File: src/rtl/cache_bus_arbiter_pkg.sv
// Shared types and width helpers for the cache/bus round-robin arbiter.
// Packet layout is {write, addr[31:0], data[dma_data_width*32-1:0]}.
package cache_bus_arbiter_pkg;

    typedef enum logic [1:0] {
        IDLE      = 2'd0,
        GRANT     = 2'd1,
        WAIT_RESP = 2'd2
    } cb_arb_state_e;

    localparam int cb_addr_width_lp = 32;

    function automatic int cache_bus_pkt_width(input int dma_data_width);
        return 1 + cb_addr_width_lp + dma_data_width * 32;
    endfunction

    // Index width that never collapses to zero bits for a single requester.
    function automatic int cb_idx_width(input int n);
        return (n > 1) ? $clog2(n) : 1;
    endfunction

endpackage

File: src/rtl/cache_bus_arbiter_if.sv
// Cache-side and bus-side handshake bundle of the arbiter.
// The master modport is the arbiter itself, which masters the shared bus.
interface cache_bus_arbiter_if
    import cache_bus_arbiter_pkg::*;
#(
    parameter int num_caches_p     = 4,
    parameter int dma_data_width_p = 8
);
    localparam int pkt_w_lp = cache_bus_pkt_width(dma_data_width_p);

    logic [num_caches_p-1:0]          c_valid_i;
    logic [num_caches_p*pkt_w_lp-1:0] c_pkt_i;
    logic [num_caches_p-1:0]          c_yumi_o;
    logic [num_caches_p-1:0]          c_valid_o;
    logic [dma_data_width_p*32-1:0]   c_data_o;
    logic                             b_valid_o;
    logic [pkt_w_lp-1:0]              b_pkt_o;
    logic                             b_yumi_i;
    logic                             b_valid_i;
    logic [dma_data_width_p*32-1:0]   b_data_i;

    modport master (
        input  c_valid_i, c_pkt_i, b_yumi_i, b_valid_i, b_data_i,
        output c_yumi_o, c_valid_o, c_data_o, b_valid_o, b_pkt_o
    );

    modport slave (
        output c_valid_i, c_pkt_i, b_yumi_i, b_valid_i, b_data_i,
        input  c_yumi_o, c_valid_o, c_data_o, b_valid_o, b_pkt_o
    );

endinterface

File: src/rtl/cache_bus_arbiter_rr_arbiter.sv
// Combinational rotating-priority select: first set request at or above ptr,
// wrapping at width_p.
module rr_arbiter
    import cache_bus_arbiter_pkg::*;
#(
    parameter int width_p = 4
) (
    input  logic [width_p-1:0]               req,
    input  logic [cb_idx_width(width_p)-1:0] ptr,
    output logic [width_p-1:0]               grant_oh,
    output logic [cb_idx_width(width_p)-1:0] grant_idx,
    output logic                             any_v
);
    localparam int idx_w_lp = cb_idx_width(width_p);

    always_comb begin
        int j;
        j         = 0;
        grant_oh  = '0;
        grant_idx = '0;
        any_v     = 1'b0;
        for (int i = 0; i < width_p; i++) begin
            j = int'(ptr) + i;
            if (j >= width_p) j = j - width_p;
            if (!any_v && req[j]) begin
                any_v       = 1'b1;
                grant_oh[j] = 1'b1;
                grant_idx   = idx_w_lp'(j);
            end
        end
    end

endmodule

File: src/rtl/cache_bus_arbiter.sv
// Round-robin arbiter between num_caches_p caches and one shared bus; one
// outstanding transaction, response pulse routed back to the requester.
module cache_bus_arbiter
    import cache_bus_arbiter_pkg::*;
#(
    parameter int num_caches_p     = 4,
    parameter int dma_data_width_p = 8
) (
    input  logic                                  clk_i,
    input  logic                                  nreset_i,
    cache_bus_arbiter_if.master                   bus,
    output logic [cb_idx_width(num_caches_p)-1:0] grant_o,
    output logic                                  err_o
);
    localparam int pkt_w_lp = cache_bus_pkt_width(dma_data_width_p);
    localparam int idx_w_lp = cb_idx_width(num_caches_p);

    cb_arb_state_e state_r, state_n;

    logic [idx_w_lp-1:0]     grant_r;
    logic [num_caches_p-1:0] grant_oh_r;
    logic [idx_w_lp-1:0]     rr_ptr_r;
    logic                    err_r;

    logic [num_caches_p-1:0] arb_oh;
    logic [idx_w_lp-1:0]     arb_idx;
    logic                    arb_v;

    logic accept, complete, spurious;

    rr_arbiter #(.width_p(num_caches_p)) u_rr (
        .req      (bus.c_valid_i),
        .ptr      (rr_ptr_r),
        .grant_oh (arb_oh),
        .grant_idx(arb_idx),
        .any_v    (arb_v)
    );

    // A completion in GRANT happens when the bus accepts and responds in one cycle.
    assign accept   = (state_r == GRANT) && bus.b_yumi_i;
    assign complete = bus.b_valid_i && ((state_r == WAIT_RESP) || accept);
    assign spurious = bus.b_valid_i &&
                      ((state_r == IDLE) || ((state_r == GRANT) && !bus.b_yumi_i));

    always_ff @(posedge clk_i or negedge nreset_i) begin
        if (!nreset_i) state_r <= IDLE;
        else           state_r <= state_n;
    end

    always_comb begin
        state_n = state_r;
        unique case (state_r)
            IDLE:      if (arb_v)            state_n = GRANT;
            GRANT:     if (accept)           state_n = bus.b_valid_i ? IDLE : WAIT_RESP;
            WAIT_RESP: if (bus.b_valid_i)    state_n = IDLE;
            default:                         state_n = IDLE;
        endcase
    end

    always_comb begin
        bus.b_valid_o = 1'b0;
        bus.b_pkt_o   = '0;
        bus.c_yumi_o  = '0;
        bus.c_valid_o = '0;
        if (state_r == GRANT) begin
            bus.b_valid_o = 1'b1;
            bus.b_pkt_o   = bus.c_pkt_i[int'(grant_r)*pkt_w_lp +: pkt_w_lp];
            if (bus.b_yumi_i) bus.c_yumi_o = grant_oh_r;
        end
        if (complete) bus.c_valid_o = grant_oh_r;
    end

    assign bus.c_data_o = bus.b_data_i;

    // Grant capture, pointer advance after completion, sticky protocol error.
    always_ff @(posedge clk_i or negedge nreset_i) begin
        if (!nreset_i) begin
            grant_r    <= '0;
            grant_oh_r <= '0;
            rr_ptr_r   <= '0;
            err_r      <= 1'b0;
        end else begin
            if (state_r == IDLE && arb_v) begin
                grant_r    <= arb_idx;
                grant_oh_r <= arb_oh;
            end
            if (complete) begin
                if (int'(grant_r) == num_caches_p - 1) rr_ptr_r <= '0;
                else                                   rr_ptr_r <= grant_r + 1'b1;
            end
            if (spurious) err_r <= 1'b1;
        end
    end

    assign grant_o = grant_r;
    assign err_o   = err_r;

endmodule

File: src/flat_wrapper.sv
// flat-port wrapper written by rule: the top's interface ports become plain ports
module cache_bus_arbiter_flat import cache_bus_arbiter_pkg::*;
#(
    parameter int num_caches_p     = 4,
    parameter int dma_data_width_p = 8
)
  (clk_i, nreset_i, grant_o, err_o, bus_c_valid_i, bus_c_pkt_i, bus_b_yumi_i, bus_b_valid_i, bus_b_data_i, bus_c_yumi_o, bus_c_valid_o, bus_c_data_o, bus_b_valid_o, bus_b_pkt_o);
  cache_bus_arbiter_if #(.num_caches_p(num_caches_p), .dma_data_width_p(dma_data_width_p)) bus_i ();
  input  logic clk_i;
  input  logic nreset_i;
  output logic [cb_idx_width(num_caches_p)-1:0] grant_o;
  output logic err_o;
  input wire logic [$bits(bus_i.c_valid_i)-1:0] bus_c_valid_i;
  input wire logic [$bits(bus_i.c_pkt_i)-1:0] bus_c_pkt_i;
  input wire logic [$bits(bus_i.b_yumi_i)-1:0] bus_b_yumi_i;
  input wire logic [$bits(bus_i.b_valid_i)-1:0] bus_b_valid_i;
  input wire logic [$bits(bus_i.b_data_i)-1:0] bus_b_data_i;
  output wire logic [$bits(bus_i.c_yumi_o)-1:0] bus_c_yumi_o;
  output wire logic [$bits(bus_i.c_valid_o)-1:0] bus_c_valid_o;
  output wire logic [$bits(bus_i.c_data_o)-1:0] bus_c_data_o;
  output wire logic [$bits(bus_i.b_valid_o)-1:0] bus_b_valid_o;
  output wire logic [$bits(bus_i.b_pkt_o)-1:0] bus_b_pkt_o;
  assign bus_i.c_valid_i = bus_c_valid_i;
  assign bus_i.c_pkt_i = bus_c_pkt_i;
  assign bus_i.b_yumi_i = bus_b_yumi_i;
  assign bus_i.b_valid_i = bus_b_valid_i;
  assign bus_i.b_data_i = bus_b_data_i;
  assign bus_c_yumi_o = bus_i.c_yumi_o;
  assign bus_c_valid_o = bus_i.c_valid_o;
  assign bus_c_data_o = bus_i.c_data_o;
  assign bus_b_valid_o = bus_i.b_valid_o;
  assign bus_b_pkt_o = bus_i.b_pkt_o;
  cache_bus_arbiter #(.num_caches_p(num_caches_p), .dma_data_width_p(dma_data_width_p)) u_core (.clk_i(clk_i), .nreset_i(nreset_i), .bus(bus_i), .grant_o(grant_o), .err_o(err_o));
endmodule
File: config.mk
export PLATFORM = sky130hd
export DESIGN_NAME = cache_bus_arbiter_flat
export DESIGN_NICKNAME = d
export VERILOG_FILES = /design/src/rtl/cache_bus_arbiter_pkg.sv /design/src/rtl/cache_bus_arbiter_if.sv /design/src/rtl/cache_bus_arbiter_rr_arbiter.sv /design/src/rtl/cache_bus_arbiter.sv /design/src/flat_wrapper.sv
export SDC_FILE = /design/constraint.sdc
export NUM_CORES = 1
export LEC_CHECK = 0
export ABC_CLOCK_PERIOD_IN_PS = 7240
export BUFFER_PORTS_ARGS = -buffer_cell sky130_fd_sc_hd__buf_2
export CAP_MARGIN = 20
export CORE_AREA = 10 10 761 763
export CTS_CLUSTER_DIAMETER = 100
export CTS_CLUSTER_SIZE = 10
export DETAILED_ROUTE_END_ITERATION = 12
export DIE_AREA = 0 0 771 773
export GPL_ROUTABILITY_DRIVEN = 0
export PLACE_DENSITY = 0.3
export SETUP_SLACK_MARGIN = 0.2
export SLEW_MARGIN = 25
export SYNTH_ARGS = -nofsm -noshare
export SYNTH_HDL_FRONTEND = slang
export SYNTH_SLANG_ARGS = --single-unit
File: constraint.sdc
create_clock -name clk_i -period 7.24 [get_ports clk_i]
set_clock_uncertainty 0.15 [all_clocks]
set_input_delay 1.448 -clock clk_i [delete_from_list [all_inputs] [get_ports clk_i]]
set_output_delay 1.448 -clock clk_i [all_outputs]
set_load 0.02 [all_outputs]
* Word level (Yosys, flattened, before mapping)
Cells that the tools add are included.
** Storage, ports and cells
- Memories kept :: 0
- Register bits after elaboration :: 11
- Memory bits (writable) :: 0
- Bits in read-only memories :: 0
- Latch bits :: 0
- Output and inout bits :: 557
** Operators by class
- Multiply operators :: 1
- Bitwise gates (word level) :: 3
- Divide/modulo/power cells :: 0
- Shifts and indexed selects :: 1
- Magnitude comparators :: 12
- Reduce and logical (&&, ||, !) cells :: 20
- Eq/ne operators :: 6
- Add/subtract/negate cells :: 8
- Mux-type cells :: 47
** Operators with widths (number)
- $shiftx 1156x32->289 :: 1
- $mux 289 :: 1
- $ge 32x1->1 const B :: 4
- $lt 32x4->1 const B :: 4
- $mux 32 :: 4
- $mux 4 :: 7
- $mux 2 :: 9
- $mux 1 :: 17
- $logic_and 1x1->1 :: 12
- $or 4x4->4 :: 3
- $sub 3x3->4 const B :: 3
- $mul 2x9->11 const B :: 1
- $ge 3x3->1 const B :: 3
- $bmux 1 s2 :: 4
- $demux 1 s2 :: 4
- $add 2x2->3 const B :: 2
- $pmux 2 s3 :: 1
- $eq 2x1->1 const B :: 2
- $logic_not 1->1 :: 4
- $ne 2x1->1 const B :: 2
- $sub 2x3->4 const B :: 1
- $add 2x1->3 const B :: 1
- $ge 2x3->1 const B :: 1
- $reduce_and 3->1 :: 1
- other kinds (5) :: 6

* Depth between registers and ports, before layout
Gate-level depths: netlist of the first run.
- Depth in word-level cells :: 17
- Mapped depth :: 10
- Gate-level depth less buffers :: 7

* Cells and area by module
From an unflattened synthesis of the first run, not the netlist that was laid out.
** Second synthesis, totals
- Cells, all modules :: 1029
- Area, all modules :: 11986.5 sq um
** Modules (own cells, without submodules)
- cache_bus_arbiter :: area an instance 11529.8 sq um, instances 1, cells each 981
- rr_arbiter :: area an instance 456.7 sq um, instances 1, cells each 48

* Least setup slack after synthesis of the first run
Ideal clock, no wire load.
- Path type :: input port to output port
- From :: in bus_c_pkt_i[867]
- To :: out bus_b_pkt_o[0]
- Stages :: 2
- Data arrival time :: 2108 ps
- Path slack :: 3534 ps
- Path buffers :: 0
- Data required time :: 5642 ps
- Cells stage by stage :: mux4_2 and2_1
** On the way
- Cells in the longest elaborated chain, start to end :: 2
** Ends and longest elaborated chain
- from (decl) :: line flat_wrapper.sv:14 : input wire logic [$bits(bus_i.c_pkt_i)-1:0] bus_c_pkt_i;
- $shiftx 1156x32->289 :: line cache_bus_arbiter.sv:67 : bus.b_pkt_o = bus.c_pkt_i[int'(grant_r)*pkt_w_lp +: pkt_w_lp];
- $mux 289 :: line cache_bus_arbiter.sv:65 : if (state_r == GRANT) begin
- to (decl) :: line flat_wrapper.sv:22 : output wire logic [$bits(bus_i.b_pkt_o)-1:0] bus_b_pkt_o;
No other way between the ends.

* Worst setup path after layout of the first run
- From :: reg u_core.grant_r[0] (netlist: u_core.grant_o[0])
- To :: out bus_b_pkt_o[7]
** On the way
- Cells in the longest elaborated chain, start to end :: 3
** Ends and longest elaborated chain
- from (decl) :: line cache_bus_arbiter.sv:20 : logic [idx_w_lp-1:0] grant_r;
- from (signal assigned) :: line cache_bus_arbiter.sv:84 : grant_r <= arb_idx;
- $mul 2x9->11 :: line cache_bus_arbiter.sv:67
- $shiftx 1156x32->289 :: line cache_bus_arbiter.sv:67
- $mux 289 :: line cache_bus_arbiter.sv:65
No other way between the ends.

==> summary.txt, run 1 <==
Timing
  – Crit path setup slack, layout: 2.47 ns
  – Setup repair after global routing missed its margin: no
  – Hold violation count in the final report: 0
  – Final cycle utilization of the critical path: 65.9%
  – Number of pins exceeding their max-slew limit in the final report: 0
  – Least-Margin Pin Slew: ~1.1 ns
  – Worst hold slack: 0.317 ns
  – Maximum achievable frequency: between 0.2 and 0.25 GHz
  – Post-layout min period: ~4.8 ns
  – Worst slew margin: approximately 29%
  – Fin Setup TNS: 0 ns
  – Final count of negative-setup-slack endpoints: 0

Synthesis
  – Share of Yosys cell area claimed by the top area cell type: between 50% and 60%
  – Flops & latches, synth: 11
  – Number of nets in the synthesized netlist: approximately 2500
  – Post-Syn Area per Cell: between 10 and 15 µm²
  – Summed instance area of the synthesized netlist: 11800 µm²
  – Synth area leaders: sky130_fd_sc_hd__mux4_2, sky130_fd_sc_hd__buf_4, sky130_fd_sc_hd__and2_1
  – Count of cell types in the netlist: 34
  – Sequential fraction of the synthesis area: 2.34%
  – Gate count after technology mapping: 1056
  – Cell type with the largest total area after synthesis: sky130_fd_sc_hd__mux4_2
  – Yosys Warn Count: 0

Clocking
  – Clock transition at the registers of the reported paths: 0.07 ns
  – Cell chosen for the clock root: sky130_fd_sc_hd__clkbuf_16
  – CTS buffer count: 3
  – Number of buffers inserted for hold repair after clock tree synthesis: 0
  – Bufs on Longest Clock Path: 2
  – Skew-Pair Late Insertion Delay: about 0.27 ns
  – CTS H-tree depth: 1
  – Clock tree from TritonCTS: built
  – Clock Sink Count: 11
  – Setup bufs post-CTS: 0
  – Number of resized instances in the post-cts repair step: 0

Global route
  – Via count of the first global-routing pass: ~17000
  – Pin count of the biggest net entering global routing: 105
  – Combined global-route utilization of all metal layers: approximately an eighth
  – Overflow left after global routing: 0
  – Global-route wire length before repair: around 410 mm
  – Number of antenna violations at the first check in global routing: roughly 700

Finish
  – Commonest non-fill, non-tap cells in the layout: sky130_fd_sc_hd__buf_2, sky130_fd_sc_hd__and2_1, sky130_fd_sc_hd__mux4_2
  – Post-Route Utilization: between 4 and 5%
  – Area of all sequential standard cells: between 200 and 300 µm²
  – Commonest non-fill, non-tap cell in the layout: sky130_fd_sc_hd__buf_2
  – Number of filler instances in the final layout: around 67000
  – Fin nets: around 3600
  – Number of non-filler instances in the completed layout: 9944
  – Area of combinational cells with multiple inputs: 9110 µm²
  – Signed area change from the synthesized netlist to the final layout: 130%
  – Layout cell share with drive strength beyond 1: 82.2%

Setup path
  – Highest-delay cell along the critical path: sky130_fd_sc_hd__dfrtp_4
  – Worst setup path class: reg -> out
  – Worst setup EP type: primary output
  – Cells along the critical path: buf_12 > buf_12 > mux4_2 > and2_1 > buf_2
  – Slowest cell delay on critical path: approximately 0.70 ns
  – Most used cell, CP: sky130_fd_sc_hd__buf_12
  – Largest delay contributor family on the critical path: buffers and inverters
  – Type of element launching the critical path: flop
  – Critical path fanouts, max: 76
  – Buffers & Inverters on Critical Path: 3
  – Arrival @ worst endpoint: between 3 and 4 ns
  – Required time at the worst-slack endpoint: 5.64 ns

Die
  – Number of placed I/O pins: 1977
  – Area enclosed by the die boundary: roughly 600000 µm²
  – Num rows: about 280
  – Width of the chip: between 700 and 800 µm
  – Placeable Area: approximately 560000 µm²
  – Effective utilization at floorplan: 2.09%
  – Die height: a little under 800 µm

Detailed routing
  – Starting DRC count in detailed routing: 1220
  – Final routed wirelength across all metal layers: 372 mm
  – Via Count: ~19000
  – TritonRoute pass-1 iters: 5
  – Drt drc: 0
  – ANT nets after route: 0
  – Vias per cell: approximately 1.9
  – Final routed wire length divided by cell count: approximately 37 µm

Placement
  – Count of buffers inserted at the top-level ports: 1464
  – Total half-perimeter wirelength after legalization and detailed placement: 358 mm
  – Total placed cells including tap cells: ~9700
  – Post-Place Worst Slack: roughly 2.7 ns

Power
  – Total power divided by cell area: roughly 300 nW/µm²
  – Leakage power summed over all cells: roughly 9.2 nW
  – VDD IR max: 0.000229 V

Run
  – Max Cap Violations: 0

Outcome
  – Status: completed

Min path
  – Worst hold-check path type: reg -> reg
-- worst paths after layout --
| check | startpoint | to | slack [ns] | cells past startpoint |
|---|---|---|---|---|
| worst max-delay path | u_core.grant_o[0]$_DFFE_PN0P_ | bus_b_pkt_o[7] | 2.47 | 5 |
| worst min-delay path | u_core.err_o$_DFFE_PN0P_ | u_core.err_o$_DFFE_PN0P_ | 0.32 | 1 |
| worst max register to register | u_core.rr_ptr_r[0]$_DFFE_PN0N_ | u_core.grant_o[0]$_DFFE_PN0P_ | 3.10 | 6 |
| worst min register to register | u_core.err_o$_DFFE_PN0P_ | u_core.err_o$_DFFE_PN0P_ | 0.32 | 1 |
| max in group asynchronous | nreset_i | u_core.grant_o[1]$_DFFE_PN0P_ | 5.65 | 1 |
| min in group asynchronous | nreset_i | u_core.grant_oh_r[3]$_DFFE_PN0P_ | 0.96 | 1 |
-- synthesized netlist by cell type, drive strengths merged --
master	count
nand2b	4
nand3b	1
ha	9
nor3b	1
a32o	1
nand2	11
buf	304
dfrtp	11
nor3	2
and3	8
or2	1
mux2i	2
mux2	6
o211ai	2
a31o	1
nand3	3
nor2	6
o21ai	15
mux4	292
o31ai	1
o311ai	1
o221ai	1
clkbuf	55
a21oi	1
a221oi	4
nor2b	5
and2	294
inv	5
a22oi	9
-- through the flow --
stage / power (mW) / area [µm²]
2_1_floorplan: 4.71 / 11800
3_3_place_gp: 8.37 / 26400
3_5_place_dp: 8.33 / 26400
4_1_cts: 8.48 / 26500
5_1_grt: 8.74 / 26700
6_report: 8.22 / 27100
-- registers in the layout, summed over array words and instances (netlist names) --
| signal | count |
|---|---|
| u_core.grant_oh_r | 4 |
| u_core.grant_o | 2 |
| u_core.rr_ptr_r | 2 |
| u_core.state_r | 2 |
| u_core.err_o | 1 |
-- report_power, final --
group	total, mW	leakage [nW]	switching, mW	internal, mW
Clock	0.124	0.0425	0.0490	0.0745
Combinational	7.86	9.04	4.97	2.89
Sequential	0.242	0.131	0.152	0.0897
-- metal layers --
metal | vias up | wire length, µm | global-route usage, %
met2 | 2562 | 153000 | 17.9
met4 | 380 | 16400 | 3.35
met3 | 1300 | 64700 | 8.93
met5 | - | 2510 | 0.0239
li1 | 6350 | - | -
met1 | 8526 | 135000 | 13.0
-- cell type report --
cell class | instances | area share [%]
well taps | 7506 | 34.7
multi-input cells | 681 | 33.6
clock inverters | 1 | 0.0185
inverters | 5 | 0.0969
flip-flops and latches | 11 | 1.04
repair buffers | 1481 | 27.9
clock buffers | 3 | 0.277
diodes | 256 | 2.36
-- cells by family after synthesis --
group	Yosys count	share of synthesized area, %
mux	300	56.6
flops	11	2.34
compound gates	36	2.30
fa+ha+maj	9	0.956
simple gates	336	17.5
buf+inv	364	20.3
No activity file was read; power rests on OpenSTA's default activity.
==> run 2: changes to the inputs <==
- ABC_CLOCK_PERIOD_IN_PS: 7240 -> 3900
- CORE_AREA: 10 10 761 763 -> 10 10 770 772
- DIE_AREA: 0 0 771 773 -> 0 0 780 782
- clock period: 7.24 -> 3.9 ns (I/O delays scaled with it)
==> run 2 against run 1 <==
  * Hold slack better by 0.0088 ns
  * Wire length increased by 1.6%
  * Via count up 1.2%
  * Clock-buffer cell count stayed put
  * Flip-flop and latch count unchanged
  * Critical path depth stayed put
  * Sequential share of layout area barely moved
  * Global-route usage fell by 0.080 points
  * Worst setup slack worse by 2.1 ns
  * Cell count increased by 1.8%
  * Design area is 2.1% higher
  * Largest cell class unchanged
==> summary.txt, run 2 (synthesized netlist as in run 1, its figures left out) <==
Clocking
  – CTS buffer count: 3 (unchanged)
  – Setup bufs post-CTS: 0 (unchanged)
  – Number of resized instances in the post-cts repair step: 0 (unchanged)
  – Clock Sink Count: 11 (unchanged)
  – Clock tree from TritonCTS: built (unchanged)
  – Clock transition at the registers of the reported paths: 0.07 ns (about the same)
  – CTS H-tree depth: 1 (unchanged)
  – Cell chosen for the clock root: sky130_fd_sc_hd__clkbuf_16 (unchanged)
  – Bufs on Longest Clock Path: 2 (unchanged)
  – Number of buffers inserted for hold repair after clock tree synthesis: 0 (unchanged)
  – Skew-Pair Late Insertion Delay: 0.27 ns (about the same)

Setup path
  – Worst setup EP type: primary output (unchanged)
  – Internal reg-to-reg setup slack: 0.90 ns (was 3.10 ns)
  – Type of element launching the critical path: flop (unchanged)
  – Arrival @ worst endpoint: 2.61 ns (was 3.17 ns)
  – Worst setup path class: reg -> out (unchanged)
  – Reg-to-reg critical path startpoint: u_core.rr_ptr_r[0]$_DFFE_PN0N_ (unchanged)
  – End of the worst register-to-register path: u_core.grant_o[0]$_DFFE_PN0P_ (unchanged)
  – Number of cells traversed by the worst register-to-register path: 6 (unchanged)
  – Required time at the worst-slack endpoint: 2.97 ns (was 5.64 ns)
  – Critical path fanouts, max: 30 (was 76)

Finish
  – Fin nets: 3654 (was 3612)
  – Commonest non-fill, non-tap cell in the layout: sky130_fd_sc_hd__buf_2 (unchanged)
  – Layout cell share with drive strength beyond 1: 82.6% (was 82.2%)
  – Max FFs per register: 4 (unchanged)
  – Signed area change from the synthesized netlist to the final layout: 135% (was 130%)
  – Biggest register: u_core.grant_oh_r (unchanged)
  – Commonest non-fill, non-tap cells in the layout: sky130_fd_sc_hd__buf_2, sky130_fd_sc_hd__and2_1, sky130_fd_sc_hd__mux4_2 (unchanged)

Global route
  – Fraction of met3 tracks used by global routing: 9.63% (was 8.93%)
  – Combined global-route utilization of all metal layers: 11.8% (was 11.9%)
  – Pin count of the biggest net entering global routing: 94 (was 105)
  – Global-route wire length before repair: 419 mm (was 411 mm)
  – Fraction of met2 tracks used by global routing: 16.5% (was 17.9%)
  – Global Route met1 Usage: 13.5% (was 13.0%)
  – Number of antenna violations at the first check in global routing: 658 (was 704)
  – Overflow left after global routing: 0 (unchanged)
  – Via count of the first global-routing pass: 17500 (was 17200)
  – Global route hottest layer: met2 (unchanged)

Power
  – Total power divided by cell area: 574 nW/µm² (was 303 nW/µm²)
  – VDD IR max: 0.000505 V (was 0.000229 V)
  – Final Total Pwr: 15.9 mW (was 8.22 mW)
  – Leakage power summed over all cells: 9.48 nW (was 9.22 nW)

Timing
  – Setup repair after global routing missed its margin: no (unchanged)
  – Number of pins exceeding their max-slew limit in the final report: 0 (unchanged)
  – Post-layout min period: between 3 and 4 ns
  – Worst hold slack: 0.326 ns (was 0.317 ns)
  – Final cycle utilization of the critical path: roughly nine tenths
  – Hold violation count in the final report: 0 (unchanged)
  – Final count of negative-setup-slack endpoints: 0 (unchanged)
  – Maximum achievable frequency: 0.282 GHz
  – Fin Setup TNS: 0 ns (unchanged)
  – Least-Margin Pin Slew: 0.803 ns (was 1.07 ns)
  – Worst slew margin: 46.5% (was 28.5%)
  – Crit path setup slack, layout: 0.360 ns (was 2.47 ns)

Run
  – Max Cap Violations: 0 (unchanged)

Outcome
  – Status: completed (unchanged)

Detailed routing
  – Drt drc: 0 (unchanged)
  – Final routed wirelength across all metal layers: 378 mm (was 372 mm)
  – Via Count: 19400 (was 19100)
  – Vias per cell: 1.91 (was 1.92)
  – Starting DRC count in detailed routing: 1360 (was 1220)
  – TritonRoute pass-1 iters: 4 (was 5)
  – Final routed wire length divided by cell count: 37.3 µm (was 37.4 µm)
  – ANT nets after route: 0 (unchanged)

Die
  – Area enclosed by the die boundary: 610000 µm² (was 596000 µm²)
  – Number of placed I/O pins: 1977 (unchanged)
  – Placeable Area: 576000 µm² (was 564000 µm²)
  – Num rows: 279 (was 276)
  – Effective utilization at floorplan: 2.04% (was 2.09%)
  – Die height: 782 µm (was 773 µm)
  – Width of the chip: 780 µm (was 771 µm)

Placement
  – Count of buffers inserted at the top-level ports: 1464 (unchanged)
  – Total half-perimeter wirelength after legalization and detailed placement: 366 mm (was 358 mm)
  – Post-Place Worst Slack: 0.656 ns (was 2.66 ns)

Min path
  – Worst hold-check path type: in -> async (was reg -> reg)
[run 2: critical path, cell delays in order, from the launching register on]
cell and delay, ns:
sky130_fd_sc_hd__dfrtp_4 0.45, sky130_fd_sc_hd__buf_12 0.19, sky130_fd_sc_hd__buf_12 0.31, sky130_fd_sc_hd__mux4_2 0.63, sky130_fd_sc_hd__and2_1 0.20, sky130_fd_sc_hd__buf_2 0.17
[run 2: final cells by class]
| cell class | count | area, µm² |
|---|---|---|
| clock buffer | 3 | 75.1 |
| sequential | 11 | 283 |
| tap | 7727 | 9670 |
| clock inverter | 1 | 5.00 |
| inverter | 5 | 26.3 |
| antenna | 172 | 430 |
| fill | 68600 | 549000 |
| timing repair buffer | 1523 | 8060 |
| multi-input combinational | 681 | 9110 |
[run 2: worst max-delay path by stage]
| stage | slack, ns | endpoint | depth (start not counted) | startpoint |
|---|---|---|---|---|
| 4_1_cts | 0.34 | bus_b_pkt_o[160] | 5 | u_core.grant_o[0]$_DFFE_PN0P_ |
| 3_3_place_gp | 0.64 | bus_b_pkt_o[160] | 5 | u_core.grant_o[0]$_DFFE_PN0P_ |
| 2_1_floorplan | 0.94 | bus_b_pkt_o[280] | 5 | u_core.grant_o[0]$_DFFE_PN0P_ |
| 6_report | 0.36 | bus_b_pkt_o[160] | 5 | u_core.grant_o[0]$_DFFE_PN0P_ |
| 3_5_place_dp | 0.66 | bus_b_pkt_o[160] | 5 | u_core.grant_o[0]$_DFFE_PN0P_ |
| 5_1_grt | 0.31 | bus_b_pkt_o[154] | 5 | u_core.grant_o[0]$_DFFE_PN0P_ |
[run 2: layer usage]
layer | routed length [µm] | share of wire [%] | vias up
li1 | - | - | 6326
met5 | 2470 | 0.65 | -
met1 | 147000 | 39 | 8722
met4 | 16800 | 4.4 | 360
met3 | 68400 | 18 | 1281
met2 | 143000 | 38 | 2667
[run 2: power breakdown]
part	total, mW	switching, mW	internal, mW
clock network	0.245	0.106	0.139
logic	15.4	9.57	5.82
registers	0.256	0.0859	0.170
[run 2: per-stage QoR]
step / util [%] / area (µm²) / std cells
finish: 4.80 / 27700 / 10100
global route: 4.75 / 27400 / 10000
CTS: 4.73 / 27200 / 9951
detailed placement: 4.71 / 27200 / 9947
global placement: 4.71 / 27200 / 9947
floorplan: - / 11800 / 1056
==> run 3: changes to the inputs <==
- ABC_AREA: not set -> 1
- CORE_AREA: 10 10 770 772 -> 10 10 764 766
- DIE_AREA: 0 0 780 782 -> 0 0 774 776
==> run 3 against run 2 <==
  * Die area fell by 1.5%
  * Worst setup slack got worse by 0.20 ns
  * Power rose by 33%
  * Combinational power rose by 34%
  * Design area rose by 4.4%
  * Largest power group unchanged
  * Synthesized cell count rose to 2.5 times the previous value
  * Sequential share of layout area barely moved
  * Flip-flop and latch count did not move
  * Critical endpoint is now bus_b_pkt_o[49]
  * Wire length fell by 2.8%
  * Critical path depth rose by 2
==> summary.txt, run 3 <==
Outcome
  – Status: completed (unchanged)

Clocking
  – Clock Sink Count: 11 (unchanged)
  – Setup bufs post-CTS: 0 (unchanged)
  – Cell chosen for the clock root: sky130_fd_sc_hd__clkbuf_16 (unchanged)
  – Skew-Pair Late Insertion Delay: 0.27 ns (about the same)
  – Number of buffers inserted for hold repair after clock tree synthesis: 0 (unchanged)
  – CTS buffer count: 3 (unchanged)
  – Bufs on Longest Clock Path: 2 (unchanged)
  – Clock tree from TritonCTS: built (unchanged)
  – CTS H-tree depth: 1 (unchanged)
  – Clock transition at the registers of the reported paths: 0.07 ns (about the same)

Synthesis
  – Top flip-flop cell by instance count after synthesis: sky130_fd_sc_hd__dfrtp_1 (unchanged)
  – Gate count after technology mapping: 2646 (was 1056)
  – Count of cell types in the netlist: 27 (was 34)
  – Synth area leaders: sky130_fd_sc_hd__nor2_1, sky130_fd_sc_hd__buf_4, sky130_fd_sc_hd__o21ai_0 (was sky130_fd_sc_hd__mux4_2, sky130_fd_sc_hd__buf_4, sky130_fd_sc_hd__and2_1)
  – Summed instance area of the synthesized netlist: 12800 µm² (was 11800 µm²)
  – Post-Syn Area per Cell: 4.83 µm² (was 11.2 µm²)
  – Yosys Warn Count: 0 (unchanged)
  – Most frequently used cell type in the post-synthesis netlist: sky130_fd_sc_hd__nor2_1 (was sky130_fd_sc_hd__and2_1)
  – Number of nets in the synthesized netlist: 4075 (was 2485)
  – Flops & latches, synth: 11 (unchanged)
  – Fraction of registers with async set/reset: 100% (unchanged)
  – Cell type with the largest total area after synthesis: sky130_fd_sc_hd__nor2_1 (was sky130_fd_sc_hd__mux4_2)
  – Post-synth EDFFs: 0 (unchanged)
  – Sequential fraction of the synthesis area: 2.15% (was 2.34%)
  – Synth top cells by count: sky130_fd_sc_hd__nor2_1, sky130_fd_sc_hd__o21ai_0, sky130_fd_sc_hd__a21oi_1 (was sky130_fd_sc_hd__and2_1, sky130_fd_sc_hd__mux4_2, sky130_fd_sc_hd__buf_4)
  – Share of Yosys cell area claimed by the top area cell type: 34.3% (was 55.6%)

Power
  – Total power divided by cell area: 730 nW/µm² (was 574 nW/µm²)
  – Leakage power summed over all cells: 10.7 nW (was 9.48 nW)
  – Share of total power in combinational logic: 97.7% (was 96.8%)
  – VDD IR max: 0.000460 V (was 0.000505 V)
  – Cell internal pwr: 5.93 mW (was 6.13 mW)
  – Final Total Pwr: 21.1 mW (was 15.9 mW)
  – Switching power of the nets: 15.2 mW (was 9.76 mW)
  – Fraction of power consumed by sequential logic: 1.3% (was 1.6%)
  – Share of power burned in the clock network: 1.1% (was 1.5%)
  – Switching share of total power: 71.9% (was 61.4%)

Timing
  – Least-Margin Pin Slew: 1.02 ns (was 0.803 ns)
  – Fin Setup TNS: 0 ns (unchanged)
  – Crit path setup slack, layout: 0.155 ns (was 0.360 ns)
  – Setup repair after global routing missed its margin: yes (was no)
  – Final cycle utilization of the critical path: 96.0% (was 90.8%)
  – Worst hold slack: 0.297 ns (was 0.326 ns)
  – Post-layout min period: 3.74 ns (was 3.54 ns)
  – Final count of negative-setup-slack endpoints: 0 (unchanged)
  – Maximum achievable frequency: 0.267 GHz (was 0.282 GHz)
  – Worst slew margin: 31.3% (was 46.5%)
  – Hold violation count in the final report: 0 (unchanged)
  – Number of pins exceeding their max-slew limit in the final report: 0 (unchanged)

Setup path
  – Cells along the critical path: buf_12 > buf_12 > nor2_1 > nor2_1 > o21ai_0 > a21oi_1 > buf_2 (was buf_12 > buf_12 > mux4_2 > and2_1 > buf_2)
  – Worst setup path class: reg -> out (unchanged)
  – Critical path fanouts, max: 33 (was 30)
  – Highest-delay cell along the critical path: sky130_fd_sc_hd__dfrtp_4 (was sky130_fd_sc_hd__mux4_2)
  – Number of cells traversed by the worst register-to-register path: 11 (was 6)
  – Worst setup EP type: primary output (unchanged)
  – Type of element launching the critical path: flop (unchanged)
  – Slowest cell delay on critical path: 0.50 ns (was 0.63 ns)
  – Arrival @ worst endpoint: 2.81 ns (was 2.61 ns)
  – Required time at the worst-slack endpoint: 2.97 ns (about the same)

Detailed routing
  – ANT nets after route: 0 (unchanged)
  – Final routed wirelength across all metal layers: 367 mm (was 378 mm)
  – TritonRoute pass-1 iters: 5 (was 4)
  – Vias per cell: 2.35 (was 1.91)
  – Starting DRC count in detailed routing: 2140 (was 1360)
  – Drt drc: 0 (unchanged)
  – Final routed wire length divided by cell count: 31.9 µm (was 37.3 µm)
  – Via Count: 27000 (was 19400)

Finish
  – Max FFs per register: 4 (unchanged)
  – Number of filler instances in the final layout: 68300 (was 68600)
  – Biggest register: u_core.grant_oh_r (unchanged)
  – Layout cell share with drive strength beyond 1: 43.7% (was 82.6%)
  – Signed area change from the synthesized netlist to the final layout: 126% (was 135%)
  – Post-Route Utilization: 5.09% (was 4.80%)
  – Commonest non-fill, non-tap cell in the layout: sky130_fd_sc_hd__buf_2 (unchanged)
  – Commonest non-fill, non-tap cells in the layout: sky130_fd_sc_hd__buf_2, sky130_fd_sc_hd__nor2_1, sky130_fd_sc_hd__o21ai_0 (was sky130_fd_sc_hd__buf_2, sky130_fd_sc_hd__and2_1, sky130_fd_sc_hd__mux4_2)
  – Fin nets: 5199 (was 3654)

Global route
  – Combined global-route utilization of all metal layers: 11.5% (was 11.8%)
  – Via count of the first global-routing pass: 24700 (was 17500)
  – Pin count of the biggest net entering global routing: 93 (was 94)
  – Overflow left after global routing: 0 (unchanged)
  – Number of antenna violations at the first check in global routing: 568 (was 658)
  – Global-route wire length before repair: 421 mm (was 419 mm)

Die
  – Die height: 776 µm (was 782 µm)
  – Effective utilization at floorplan: 2.25% (was 2.04%)
  – Num rows: 277 (was 279)
  – Width of the chip: 774 µm (was 780 µm)
  – Area enclosed by the die boundary: 601000 µm² (was 610000 µm²)
  – Placeable Area: 568000 µm² (was 576000 µm²)
  – Number of placed I/O pins: 1977 (unchanged)

Run
  – Max Cap Violations: 0 (unchanged)

Placement
  – Post-Place Worst Slack: 0.0725 ns (was 0.656 ns)
  – Total half-perimeter wirelength after legalization and detailed placement: 346 mm (was 366 mm)
  – Count of buffers inserted at the top-level ports: 1464 (unchanged)

Min path
  – Worst hold-check path type: in -> async (unchanged)
==> run 3: cell types whose count changed after synthesis, sizes merged, moves of 17 or more <==
cell | previous run | this run
mux4 | 292 | 0
a21oi | 1 | 296
nor2 | 6 | 1171
and2 | 294 | 0
o21ai | 15 | 580
nand2 | 11 | 46
clkbuf | 55 | 107
buf | 304 | 375
nand3 | 3 | 20
==> run 3: power groups by stage <==
stage,Clock (mW),Combinational (mW),Sequential (mW)
4_1_cts,0.241,20.9,0.266
3_3_place_gp,0,20.9,0.261
3_5_place_dp,0,20.7,0.262
6_report,0.227,20.6,0.265
2_1_floorplan,0,9.91,0.214
5_1_grt,0.245,21.9,0.275
==> run 3: repair_timing <==
action,in CTS,in global routing
endpoints found under the setup margin,27,20
hold endpoints to repair,0,0
resized for setup,18,6
pin swaps,1,3
cloned,0,2
==> run 3: area by class of cell <==
| cell class | count | area (µm²) | share of cell area (%) |
|---|---|---|---|
| Clock inverter | 1 | 5.00 | 0.0173 |
| Sequential cell | 11 | 283 | 0.979 |
| Multi-Input combinational cell | 2133 | 9410 | 32.6 |
| Inverter | 20 | 116 | 0.403 |
| Clock buffer | 3 | 75.1 | 0.260 |
| Antenna cell | 207 | 518 | 1.79 |
| Tap cell | 7533 | 9430 | 32.6 |
| Timing Repair Buffer | 1601 | 9060 | 31.4 |
==> run 3: final timing paths <==
| path | startpoint | to | slack [ns] |
|---|---|---|---|
| worst max-delay path | u_core.grant_o[0]$_DFFE_PN0P_ | bus_b_pkt_o[49] | 0.16 |
| worst min-delay path | nreset_i | u_core.rr_ptr_r[0]$_DFFE_PN0N_ | 0.30 |
| worst max register to register | u_core.rr_ptr_r[0]$_DFFE_PN0N_ | u_core.grant_o[1]$_DFFE_PN0P_ | 1.28 |
| worst min register to register | u_core.err_o$_DFFE_PN0P_ | u_core.err_o$_DFFE_PN0P_ | 0.31 |
| max in group asynchronous | nreset_i | u_core.grant_o[1]$_DFFE_PN0P_ | 2.96 |
| min in group clk_i | u_core.err_o$_DFFE_PN0P_ | u_core.err_o$_DFFE_PN0P_ | 0.31 |
==> run 3: layer usage <==
layer / GRT usage, % / share of wire [%]
met4: 2.27 / 3.4
met5: 0 / 0.74
met3: 9.03 / 17
met1: 13.0 / 39
met2: 17.0 / 40
==> run 3: cell families (layout without fill, tap and decap cells) <==
group                      count (synthesis)  after routing  share of synthesized area (%)
DFF                                       11             11                           2.15
other                                      0            207                              0
buffers and inverters                    502           1625                           24.6
and+or+nand+nor                         1242           1242                           37.7
adders and majority gates                  9              9                          0.881
AOI/OAI and AO/OA                        882            882                           34.7
==> run 3: critical path, delay by kind of cell (launching register included) <==
kind	cells	cell delay [ns]
AO/OA/AOI/OAI	2	0.66
buffers and inverters	3	0.65
flip-flops	1	0.50
AND/OR/NAND/NOR	2	0.47
==> run 3: metrics by stage <==
stage,area [µm²],std cells
finish,28900,11500
CTS,28300,11300
global placement,28200,11300
floorplan,12800,2646
detailed placement,28200,11300
global route,28400,11300
